$ cat src/rtl/frame_err_check_p.sv
// frame_err_check_p
//   Receive-side frame checker between the byte deserialiser and the message
//   decoder. Frame: MARKER, FLAG, reserved, LEN, LEN payload bytes, CRC_BYTES
//   CRC bytes (MSB first). Reports a registered error vector with a valid
//   strobe and keeps saturating frame / error-frame statistics.
//
// Ports
//   clk            system clock
//   n_rst          asynchronous active-low reset
//   d, d_rdy       received byte and its one-cycle valid strobe
//   pb_err         parity error on the current byte (qualified by d_rdy)
//   crc            running CRC from the external calculator
//   rx_frame_end   one-cycle end-of-frame pulse from the line layer
//   crc_update_en  external CRC calculator may absorb the current byte
//   crc_rst        one-cycle clear pulse to the external CRC calculator
//   rx_flag        FLAG byte of the last frame
//   rx_len         LEN byte of the last frame
//   rx_errs        {overrun, crc, parity, len, flag, marker, ok}
//   rx_errs_vld    one-cycle strobe, rx_errs valid
//   frame_cnt      frames completed (saturating)
//   err_frame_cnt  frames reported not ok (saturating)
//
// state    | meaning
// S_HDR    | header bytes 0..3 (marker, flag, reserved, len)
// S_PAY    | payload bytes
// S_CRC    | CRC bytes shifting into rcv_crc
// S_TAIL   | frame complete, any further byte is an overrun
// S_REPORT | one cycle: register error vector, bump counters, clear frame

module frame_err_check_p #(
   parameter logic [7:0] MARKER    = 8'hA5,
   parameter logic [7:0] FLAG_MIN  = 8'h01,
   parameter logic [7:0] FLAG_MAX  = 8'h07,
   parameter int         MAX_LEN   = 64,
   parameter int         CRC_BYTES = 2,
   parameter int         STAT_W    = 16
) (
   input  logic                   clk,
   input  logic                   n_rst,
   input  logic [7:0]             d,
   input  logic                   d_rdy,
   input  logic                   pb_err,
   input  logic [8*CRC_BYTES-1:0] crc,
   input  logic                   rx_frame_end,
   output logic                   crc_update_en,
   output logic                   crc_rst,
   output logic [7:0]             rx_flag,
   output logic [7:0]             rx_len,
   output logic [6:0]             rx_errs,
   output logic                   rx_errs_vld,
   output logic [STAT_W-1:0]      frame_cnt,
   output logic [STAT_W-1:0]      err_frame_cnt
);

   localparam int         CRC_W     = 8 * CRC_BYTES;
   localparam logic [7:0] MAX_LEN_B = 8'(MAX_LEN);
   localparam logic [8:0] CRC_B9    = 9'(CRC_BYTES);

   typedef enum logic [2:0] {
      S_HDR    = 3'd0,
      S_PAY    = 3'd1,
      S_CRC    = 3'd2,
      S_TAIL   = 3'd3,
      S_REPORT = 3'd4
   } state_t;

   state_t             state_q, state_d;
   logic [8:0]         bcnt_q, bcnt_d;
   logic [7:0]         exp_len_q, exp_len_d;
   logic [7:0]         rx_flag_q, rx_flag_d;
   logic [7:0]         rx_len_q, rx_len_d;
   logic [CRC_W-1:0]   rcv_crc_q, rcv_crc_d;
   logic [CRC_W-1:0]   crc_snap_q, crc_snap_d;
   logic               snap_pend_q, snap_pend_d;
   logic               mrk_bad_q, mrk_bad_d;
   logic               flg_bad_q, flg_bad_d;
   logic               len_bad_q, len_bad_d;
   logic               par_bad_q, par_bad_d;
   logic               ovr_q, ovr_d;
   logic               tail_q, tail_d;
   logic [6:0]         rx_errs_q, rx_errs_d;
   logic               rx_errs_vld_q, rx_errs_vld_d;
   logic [STAT_W-1:0]  frame_cnt_q, frame_cnt_d;
   logic [STAT_W-1:0]  err_frame_cnt_q, err_frame_cnt_d;

   logic [7:0]         len_clamp;
   logic [6:0]         errs;
   logic               short_frm;

   always_ff @(posedge clk or negedge n_rst) begin
      if (!n_rst) begin
         state_q         <= S_HDR;
         bcnt_q          <= '0;
         exp_len_q       <= '0;
         rx_flag_q       <= '0;
         rx_len_q        <= '0;
         rcv_crc_q       <= '0;
         crc_snap_q      <= '0;
         snap_pend_q     <= 1'b0;
         mrk_bad_q       <= 1'b0;
         flg_bad_q       <= 1'b0;
         len_bad_q       <= 1'b0;
         par_bad_q       <= 1'b0;
         ovr_q           <= 1'b0;
         tail_q          <= 1'b0;
         rx_errs_q       <= '0;
         rx_errs_vld_q   <= 1'b0;
         frame_cnt_q     <= '0;
         err_frame_cnt_q <= '0;
      end else begin
         state_q         <= state_d;
         bcnt_q          <= bcnt_d;
         exp_len_q       <= exp_len_d;
         rx_flag_q       <= rx_flag_d;
         rx_len_q        <= rx_len_d;
         rcv_crc_q       <= rcv_crc_d;
         crc_snap_q      <= crc_snap_d;
         snap_pend_q     <= snap_pend_d;
         mrk_bad_q       <= mrk_bad_d;
         flg_bad_q       <= flg_bad_d;
         len_bad_q       <= len_bad_d;
         par_bad_q       <= par_bad_d;
         ovr_q           <= ovr_d;
         tail_q          <= tail_d;
         rx_errs_q       <= rx_errs_d;
         rx_errs_vld_q   <= rx_errs_vld_d;
         frame_cnt_q     <= frame_cnt_d;
         err_frame_cnt_q <= err_frame_cnt_d;
      end
   end

   always_comb begin
      state_d         = state_q;
      bcnt_d          = bcnt_q;
      exp_len_d       = exp_len_q;
      rx_flag_d       = rx_flag_q;
      rx_len_d        = rx_len_q;
      rcv_crc_d       = rcv_crc_q;
      crc_snap_d      = crc_snap_q;
      snap_pend_d     = snap_pend_q;
      mrk_bad_d       = mrk_bad_q;
      flg_bad_d       = flg_bad_q;
      len_bad_d       = len_bad_q;
      par_bad_d       = par_bad_q;
      ovr_d           = ovr_q;
      tail_d          = tail_q;
      rx_errs_d       = rx_errs_q;
      rx_errs_vld_d   = 1'b0;
      frame_cnt_d     = frame_cnt_q;
      err_frame_cnt_d = err_frame_cnt_q;

      len_clamp = (d > MAX_LEN_B) ? MAX_LEN_B : d;

      // A frame that never reached S_TAIL is short: both len and crc fail.
      short_frm = ~tail_q;
      errs[1]   = mrk_bad_q;
      errs[2]   = flg_bad_q;
      errs[3]   = len_bad_q | short_frm;
      errs[4]   = par_bad_q;
      errs[5]   = short_frm | (rcv_crc_q != crc_snap_q);
      errs[6]   = ovr_q;
      errs[0]   = ~|errs[6:1];

      if (state_q == S_REPORT) begin
         rx_errs_d     = errs;
         rx_errs_vld_d = 1'b1;
         if (frame_cnt_q != '1) begin
            frame_cnt_d = frame_cnt_q + 1'b1;
         end
         if (!errs[0] && (err_frame_cnt_q != '1)) begin
            err_frame_cnt_d = err_frame_cnt_q + 1'b1;
         end
         bcnt_d      = '0;
         rcv_crc_d   = '0;
         snap_pend_d = 1'b0;
         mrk_bad_d   = 1'b0;
         flg_bad_d   = 1'b0;
         len_bad_d   = 1'b0;
         par_bad_d   = 1'b0;
         ovr_d       = 1'b0;
         tail_d      = 1'b0;
         state_d     = S_HDR;
      end else begin
         // The external CRC absorbs the last covered byte on the edge it is
         // presented, so its final value is visible one cycle later.
         if (snap_pend_q) begin
            crc_snap_d  = crc;
            snap_pend_d = 1'b0;
         end

         if (d_rdy) begin
            if (bcnt_q != 9'h1FF) begin
               bcnt_d = bcnt_q + 9'd1;
            end
            if (pb_err) begin
               par_bad_d = 1'b1;
            end
            unique case (state_q)
               S_HDR: begin
                  unique case (bcnt_q[1:0])
                     2'd0: if (d != MARKER) mrk_bad_d = 1'b1;
                     2'd1: begin
                        rx_flag_d = d;
                        if ((d < FLAG_MIN) || (d > FLAG_MAX)) flg_bad_d = 1'b1;
                     end
                     2'd2: ;
                     2'd3: begin
                        rx_len_d  = d;
                        exp_len_d = len_clamp;
                        if (d > MAX_LEN_B) len_bad_d = 1'b1;
                        if (len_clamp == 8'd0) begin
                           state_d     = S_CRC;
                           snap_pend_d = 1'b1;
                        end else begin
                           state_d = S_PAY;
                        end
                     end
                     default: ;
                  endcase
               end
               S_PAY: begin
                  if (bcnt_q == (9'd3 + {1'b0, exp_len_q})) begin
                     state_d     = S_CRC;
                     snap_pend_d = 1'b1;
                  end
               end
               S_CRC: begin
                  rcv_crc_d = (rcv_crc_q << 8) | CRC_W'(d);
                  if (bcnt_q == (9'd3 + {1'b0, exp_len_q} + CRC_B9)) begin
                     state_d = S_TAIL;
                     tail_d  = 1'b1;
                  end
               end
               S_TAIL: ovr_d = 1'b1;
               default: ;
            endcase
         end

         // Byte in the same cycle is already folded in above.
         if (rx_frame_end) begin
            state_d = S_REPORT;
         end
      end
   end

   assign crc_update_en = (state_q == S_HDR) || (state_q == S_PAY);
   assign crc_rst       = (state_q == S_REPORT);
   assign rx_flag       = rx_flag_q;
   assign rx_len        = rx_len_q;
   assign rx_errs       = rx_errs_q;
   assign rx_errs_vld   = rx_errs_vld_q;
   assign frame_cnt     = frame_cnt_q;
   assign err_frame_cnt = err_frame_cnt_q;

endmodule

$ cat config.mk
export PLATFORM = sky130hd
export DESIGN_NAME = frame_err_check_p
export DESIGN_NICKNAME = d
export VERILOG_FILES = /design/src/rtl/frame_err_check_p.sv
export SDC_FILE = /design/constraint.sdc
export NUM_CORES = 1
export LEC_CHECK = 0
export CORE_AREA = 3 3 112 157
export DETAILED_ROUTE_END_ITERATION = 7
export DIE_AREA = 0 0 115 160
export PLACE_DENSITY_LB_ADDON = 0.05
export SETUP_SLACK_MARGIN = 0.05
export SYNTH_ARGS = -nofsm -noshare
export SYNTH_HDL_FRONTEND = slang
export SYNTH_SLANG_ARGS = --single-unit
$ cat constraint.sdc
create_clock -name clk -period 6 [get_ports clk]
set_clock_uncertainty 0.1 [all_clocks]
set_input_delay 1.8 -clock clk [delete_from_list [all_inputs] [get_ports clk]]
set_output_delay 1.8 -clock clk [all_outputs]
set_load 0.02 [all_outputs]
Word level (Yosys, flattened, before mapping)

Index checks and enable logic that the tools add are counted.

Muxes and demuxes: 47
Bitwise gates (word level): 5
Order comparisons: 3
Equal/unequal tests: 16
Add/subtract/negate cells: 5
Reductions and logical operators: 37

Operators by type and width:

| kind                                                                             | number |
|---|---|
| 16-bit two-way mux                                                               | 3 |
| 16-bit by 1-bit adder with 16-bit output (second input constant)                 | 2 |
| 16-bit inequality test (second input constant)                                   | 2 |
| 1-bit two-way mux                                                                | 31 |
| 9-bit two-way mux                                                                | 3 |
| 2-bit nonzero test                                                               | 13 |
| 4-bit AND reduction                                                              | 5 |
| 9-bit equality test                                                              | 2 |
| 3-bit two-way mux                                                                | 6 |
| 16-bit inequality test                                                           | 1 |
| 16-bit by 8-bit OR with 16-bit output                                            | 1 |
| 2-bit AND reduction                                                              | 7 |
| 2-bit by 8-bit adder with 9-bit output (first input constant)                    | 1 |
| 9-bit by 1-bit adder with 9-bit output (second input constant)                   | 1 |
| 9-bit by 2-bit adder with 9-bit output (second input constant)                   | 1 |
| 9-bit inequality test (second input constant)                                    | 1 |
| 3-bit one-hot mux with 3 select lines                                            | 1 |
| 8-bit by 3-bit greater-than comparator with 1-bit output (second input constant) | 1 |
| 8-bit by 7-bit greater-than comparator with 1-bit output (second input constant) | 1 |
| 8-bit logical NOT                                                                | 1 |
| 8-bit by 1-bit < comparator with 1-bit output (second input constant)            | 1 |
| 8-bit two-way mux                                                                | 1 |
| 4-bit inequality test (second input constant)                                    | 2 |
| 8-bit inequality test (second input constant)                                    | 1 |
| other kinds (20)                                                                 | 24 |

Word-level logic and storage cells: 131
Input bits: 29
Output and inout bits: 58
Register bits: 115

Depth between registers and ports, before layout

Gate-level depths: netlist (run 1).

Depth in word-level cells: 9
Depth in mapped cells: 12
Mapped depth without buffers: 11

Worst setup path before layout (run 1)

Ideal clock, no wire load.

Path type: input port to flip-flop
Start point: in d_rdy
End point: reg rcv_crc_q[10]
Data required time: 5.834 ns
Cell stages on the path: 7
Slack: 2.681 ns
Arrival time: 3.153 ns
Library setup time: 0.066 ns
Path buffers: 3
Cells stage by stage: nor2b_1 > clkbuf_1 > and3_1 > clkbuf_1 > nor2_1 > clkbuf_1 > a22o_1

Word-level cells in the longest chain between the ends: 2

Ends and longest elaborated chain:

| item                                 | line | source |
|---|---|---|
| start: declaration                   | 41   | `input logic d_rdy,` |
| 2-bit nonzero test (no source line)  | n/a  |  |
| 2-bit AND reduction (no source line) | n/a  |  |
| end signal: assignment               | 116  | `rcv_crc_q <= rcv_crc_d;` |
| end: declaration                     | 72   | `logic [CRC_W-1:0] rcv_crc_q, rcv_crc_d;` |

No other way between the ends.
A chain may end at the register's enable or synchronous reset.

Final worst setup path (run 1)

Start point: reg state_q[0]
End point: out crc_rst

Word-level cells in the longest chain between the ends: 1

Ends and longest elaborated chain:

| item                     | line | source |
|---|---|---|
| start: declaration       | 67   | `state_t state_q, state_d;` |
| start signal: assignment | 111  | `state_q <= state_d;` |
| 3-bit equality test      | 247  | `assign crc_rst = (state_q == S_REPORT);` |
| end: declaration         | 46   | `output logic crc_rst,` |

No other way between the ends.

==> flow_metrics.py, run 1 <==
metrics = {
    "place": {
        "port_buffers": 86,
        "dp.cells": 801,
        "hpwlAfterDp_mm": 9.60,
        "gp_congestion": 0.778,
    },
    "floorplanning": {
        "fp.dieH_um": 160,
        "initial_utilization": 0.349,
        "core-area_um2": 16200,
        "row_count": 55,
        "die_width_um": 115,
        "ioPinCount": 87,
        "die_area_um2": 18400,
    },
    "clock_tree": {
        "cts_tree": "done",
        "postCtsSetupBuffers": 0,
        "cts_hold_buf": 0,
        "cts-resized-gates": 0,
        "clk_pin_slew_ps": 50,
        "cts_max_level": 4,
        "clock_sinks": 115,
        "clock_latency_ps": 410,
        "cts_buffer_depth": 2,
        "cts_buffers": 17,
        "root_buffer": "clkbuf_16",
    },
    "yosys": {
        "synth_area_leader_cell": "dfrtp_1",
        "synthTopCellsByArea": "dfrtp_1 (51%), xnor2_1 (6.8%), mux2_2 (5.0%)",
        "synthArstFlopShare": 1.00,
        "yosys_warnings": 0,
        "synth_edf_count": 0,
        "syn_nets": 573,
        "synth_cell_types": 60,
        "postSynthCellCount": 536,
        "ys_ff_latch": 115,
        "netlist.area_leader.share": 0.508,
        "syn_avg_cell_area_um2": 10.6,
        "syn_area_um2": 5660,
        "synth_seq_area_share": 0.508,
        "synth_ff_type": "dfrtp_1",
    },
    "global_routing": {
        "track_usage": 0.156,
        "top_usage_layer": "met2",
        "grt_start_max_net_pins": 44,
        "grt_pass1_vias": 4271,
        "grt_pass1_wl_mm": 22.6,
        "grt-ovfl-total": 0,
        "grt_use_met3": 0.0462,
        "grt_util_met2": 0.244,
        "antenna_found_initial": 0,
        "use_met1": 0.204,
    },
    "critical_path": {
        "start_kind": "flip-flop",
        "end_kind": "output port",
        "critical_path.max_fanout": 12,
        "crit_type": "flip-flop to output port",
        "critPathRequiredTime_ps": 4100,
        "cp.arrival_ps": 2220,
    },
    "detailed_routing": {
        "drc_errors": 0,
        "via_per_inst": 5.05,
        "first_iter_violations": 264,
        "firstDrtPassIters": 4,
        "wire_per_inst_um": 16.3,
        "drt-total-wl_mm": 13.5,
        "route.vias.total": 4206,
        "ant_nets": 0,
    },
    "cells_and_area": {
        "syn_to_final_growth_pct": 28.8,
        "fin_cells": 833,
        "antenna_cells": 0,
        "fin_nets": 658,
        "drive_gt1_frac": 0.121,
    },
    "timing": {
        "max_freq_ghz": 0.243,
        "min_period_ps": 4120,
        "slew_headroom": 0.319,
        "max_slew.worst_pin.slew_ps": 1020,
        "period_share": 0.687,
        "finalMaxSlewViolations": 0,
        "finalSetupViolCount": 0,
        "finalSetupTns_ps": 0,
        "rsz0062_at_grt": "no",
        "finalHoldViolCount": 0,
    },
    "run": {
        "maxCapViolCount": 0,
    },
    "hold_path": {
        "worst_hold_path_type": "flip-flop to flip-flop",
    },
    "run_status": {
        "status": "finished, final reports clean",
    },
    "pwr": {
        "power-per-cell-area_nw_per_um2": 443,
        "ir_drop_v": 0.000240,
        "p_leak_nw": 3.10,
    },
}
## layout make-up
| type | instances | area (um2) |
|---|---|---|
| clock buffers | 21 | 470 |
| clock inverters | 11 | 150 |
| fillers | 1588 | 8950 |
| inverters | 18 | 67.6 |
| multi-input cells | 380 | 2600 |
| flip-flops and latches | 115 | 2880 |
| well taps | 199 | 249 |
| repair buffers | 89 | 881 |
## worst max-delay path, stage by stage, from the launching register on
cell             delay, ps
dfrtp_1                460
nor2_1                 240
nand2_1                320
clkinv_1               180
clkdlybuf4s50_1        620
## final timing paths
| check | from | to | slack [ps] | cells after the start |
|---|---|---|---|---|
| worst min register to register | rx_errs[6] | rx_errs[6] | 370 | 2 |
| worst max-delay path | state_q[0] | crc_rst | 1880 | 4 |
| worst max register to register | exp_len_q[0] | state_q[0] | 2950 | 11 |
| min in group asynchronous | n_rst | frame_cnt[11] | 1280 | 1 |
| max in group asynchronous | n_rst | crc_snap_q[14] | 3540 | 2 |
| worst min-delay path | rx_errs[6] | rx_errs[6] | 370 | 2 |
## logic make-up (layout without fill, tap and decap cells)
group,Yosys count,after routing,synth area share
AO/OA/AOI/OAI,68,68,0.0864
XOR/XNOR,70,70,0.108
adder cells (fa/ha/maj),8,8,0.0177
buffers and inverters,41,139,0.0334
flip-flops,115,115,0.508
multiplexers,29,29,0.0577
AND/OR/NAND/NOR,205,205,0.189
## synthesized netlist by cell type (4+ instances only)
master    count
nor2_1       40
and2_1        4
nand3_1      16
dfrtp_1     115
and4_1        6
nand3_2       7
xor2_1       26
nor4_1        5
mux2_2       25
nand2_1      69
o21ai_0      15
xnor2_1      44
nand4_1      14
clkbuf_1     16
a22o_1       16
ha_1          8
a31oi_1       5
and3_1       12
nor3_1        5
inv_1        17
a21oi_1      10
## state kept, by name, indices dropped and copies added (netlist names)
signal and count:
rx_len 8, flg_bad_q 1, len_bad_q 1, exp_len_q 8, frame_cnt 16, mrk_bad_q 1, rx_errs 7, rx_flag 8
state_q 3, bcnt_q 9, tail_q 1, ovr_q 1, err_frame_cnt 16, rx_errs_vld 1, rcv_crc_q 16, crc_snap_q 16
snap_pend_q 1, par_bad_q 1
## layout by cell type, fill, tap and decap left out, drive strengths merged, types with 3 or more instances in the layout
cell,instances
a41oi,3
and4,6
nand4b,3
a22o,16
mux2,26
and2,4
dfrtp,115
mux2i,3
bufinv,3
nand3b,3
a31oi,5
nor2,41
ha,8
inv,19
or3,3
nand2,71
nand4,14
clkdlybuf4s50,85
and3,12
a21oi,12
clkbuf,21
nand3,23
clkinv,5
nor2b,3
xor2,26
nor3,5
buf,4
xnor2,44
o21ai,16
nor4,6
## report_power, final
part / switching (mW) / internal [mW]
registers: 0.178 / 0.937
clock network: 0.368 / 0.688
logic: 0.585 / 0.478
total: 1.13 / 2.10
## metrics by stage
step,setup WS (ps),area (um2),power (mW),util,hold slack (ps)
global placement,1740,6670,2.17,0.411,364
detailed placement,1620,6670,2.20,0.411,365
CTS,1790,7290,3.27,0.449,381
floorplan,2680,5660,1.80,-,362
global route,1670,7290,3.44,0.449,413
finish,1880,7290,3.23,0.449,372
## layer usage
| layer | part of all wire | routed length [um] |
|---|---|---|
| met1 | 0.45 | 6120 |
| met2 | 0.48 | 6500 |
| met3 | 0.053 | 713 |
| met4 | 0.015 | 199 |
| met5 | 0 | 0 |
No activity file was read; power rests on OpenSTA's default activity.
==> run 2, diff against run 1 <==
Clock period 6 ns to 4.33 ns, I/O delays scaled along.
==> flow_metrics.py, run 2 (synthesis gave the netlist of run 1 again) <==
metrics = {
    "floorplanning": {
        "fp.dieH_um": 160,
        "initial_utilization": 0.349,
        "core-area_um2": 16200,
        "ioPinCount": 87,
        "die_width_um": 115,
        "die_area_um2": 18400,
        "row_count": 55,
    },
    "timing": {
        "finalMaxSlewViolations": 0,
        "slew_headroom": 0.488,
        "max_slew.worst_pin.slew_ps": 768,
        "finalSetupViolCount": 0,
        "max_freq_ghz": 0.280,
        "period_share": 0.825,
        "min_period_ps": 3570,
        "finalHoldViolCount": 0,
        "rsz0062_at_grt": "no",
        "finalSetupTns_ps": 0,
        "fin_hold_ws_ps": 372,
    },
    "detailed_routing": {
        "via_per_inst": 5.06,
        "drt-total-wl_mm": 13.6,
        "firstDrtPassIters": 4,
        "drc_errors": 0,
        "ant_nets": 0,
        "wire_per_inst_um": 16.3,
        "first_iter_violations": 203,
        "route.vias.total": 4213,
    },
    "critical_path": {
        "end_kind": "output port",
        "crit_path_cell_trace": "nor2_1, nand2_1, buf_4, clkinv_1, clkdlybuf4s50_1",
        "r2r-start": "exp_len_q[0]",
        "slowest_stage": "clkdlybuf4s50_1",
        "reg2reg_depth": 11,
        "critPathRequiredTime_ps": 2930,
        "critical_path.max_fanout": 12,
        "timing.rr.end": "state_q[0]",
        "start_kind": "flip-flop",
        "r2r_slack_ps": 1300,
        "cp.arrival_ps": 2170,
        "crit_type": "flip-flop to output port",
        "cpPeakStageDelay_ps": 600,
    },
    "hold_path": {
        "worst_hold_startpoint": "rx_errs[2]",
        "holdPathEnd": "rx_errs[2]",
        "whs_path_depth": 2,
        "worst_hold_path_type": "flip-flop to flip-flop",
    },
    "clock_tree": {
        "cts-resized-gates": 0,
        "cts_buffers": 17,
        "clock_sinks": 115,
        "cts_hold_buf": 0,
        "cts_max_level": 4,
        "root_buffer": "clkbuf_16",
        "clock_latency_ps": 400,
        "cts_tree": "done",
        "postCtsSetupBuffers": 0,
        "cts_buffer_depth": 2,
        "clk_pin_slew_ps": 50,
    },
    "global_routing": {
        "grt_start_max_net_pins": 80,
        "track_usage": 0.153,
        "antenna_found_initial": 0,
        "grt-ovfl-total": 0,
        "grt_pass1_wl_mm": 22.4,
        "grt_pass1_vias": 4284,
    },
    "run_status": {
        "status": "finished, final reports clean",
    },
    "cells_and_area": {
        "design_area_um2": 7280,
        "final_common_cell": "dfrtp_1",
        "antenna_cells": 0,
        "fin_nets": 661,
        "final_cell_mix": "dfrtp_1 (115), clkdlybuf4s50_1 (85), nand2_1 (69)",
        "syn_to_final_growth_pct": 28.6,
        "drive_gt1_frac": 0.123,
    },
    "place": {
        "gp_congestion": 0.736,
        "placedInstanceArea_um2": 6710,
        "hpwlAfterDp_mm": 9.60,
        "port_buffers": 86,
    },
    "run": {
        "maxCapViolCount": 0,
    },
    "pwr": {
        "p_leak_nw": 3.10,
        "power-per-cell-area_nw_per_um2": 603,
        "total_power_mw": 4.39,
        "ir_drop_v": 0.000275,
    },
}
==> run 2: through the flow <==
stage,utilization,setup WS (ps),std cells
after floorplan,-,1510,536
after global placement,0.413,921,804
after detailed placement,0.413,871,804
after CTS,0.448,752,833
after global routing,0.448,666,833
final,0.448,756,833
==> run 2: power breakdown <==
group | internal (mW) | total [mW] | switching [mW] | leakage [nW]
clock network | 0.881 | 1.36 | 0.482 | 0.280
logic | 0.677 | 1.48 | 0.806 | 1.33
registers | 1.30 | 1.55 | 0.250 | 1.49
total | 2.86 | 4.39 | 1.54 | 3.10
==> run 2: area by class of cell <==
type                            instances  area (um2)
Clock buffer                           20         467
Clock inverter                          9         108
Fill cell                            1551        8960
Inverter                               18        67.6
Multi-Input combinational cell        380        2600
Sequential cell                       115        2880
Tap cell                              199         249
Timing Repair Buffer                   92         916
==> run 2: worst max path at each step <==
stage                          start       endpoint  slack (ps)  depth (start not counted)
after global routing      state_q[0]        crc_rst         670                          5
after CTS                 state_q[0]        crc_rst         750                          5
final                     state_q[0]        crc_rst         760                          5
after global placement         d_rdy   exp_len_q[7]         920                          4
after floorplan                d_rdy  rcv_crc_q[10]        1510                          7
after detailed placement       d_rdy   exp_len_q[7]         870                          4
==> run 2: critical path, delay by kind of cell, from the launching register on <==
kind	cells	cell delay [ps]
buffers and inverters	3	880
DFF	1	460
and+or+nand+nor	2	430
==> run 2: layer usage <==
metal  track usage  share of wire  vias to the layer above
li1              -              -                     2042
met4        0.0470          0.011                        0
met1         0.208           0.47                     2069
met5             0              0                        -
met3        0.0356          0.040                       10
met2         0.241           0.48                       92
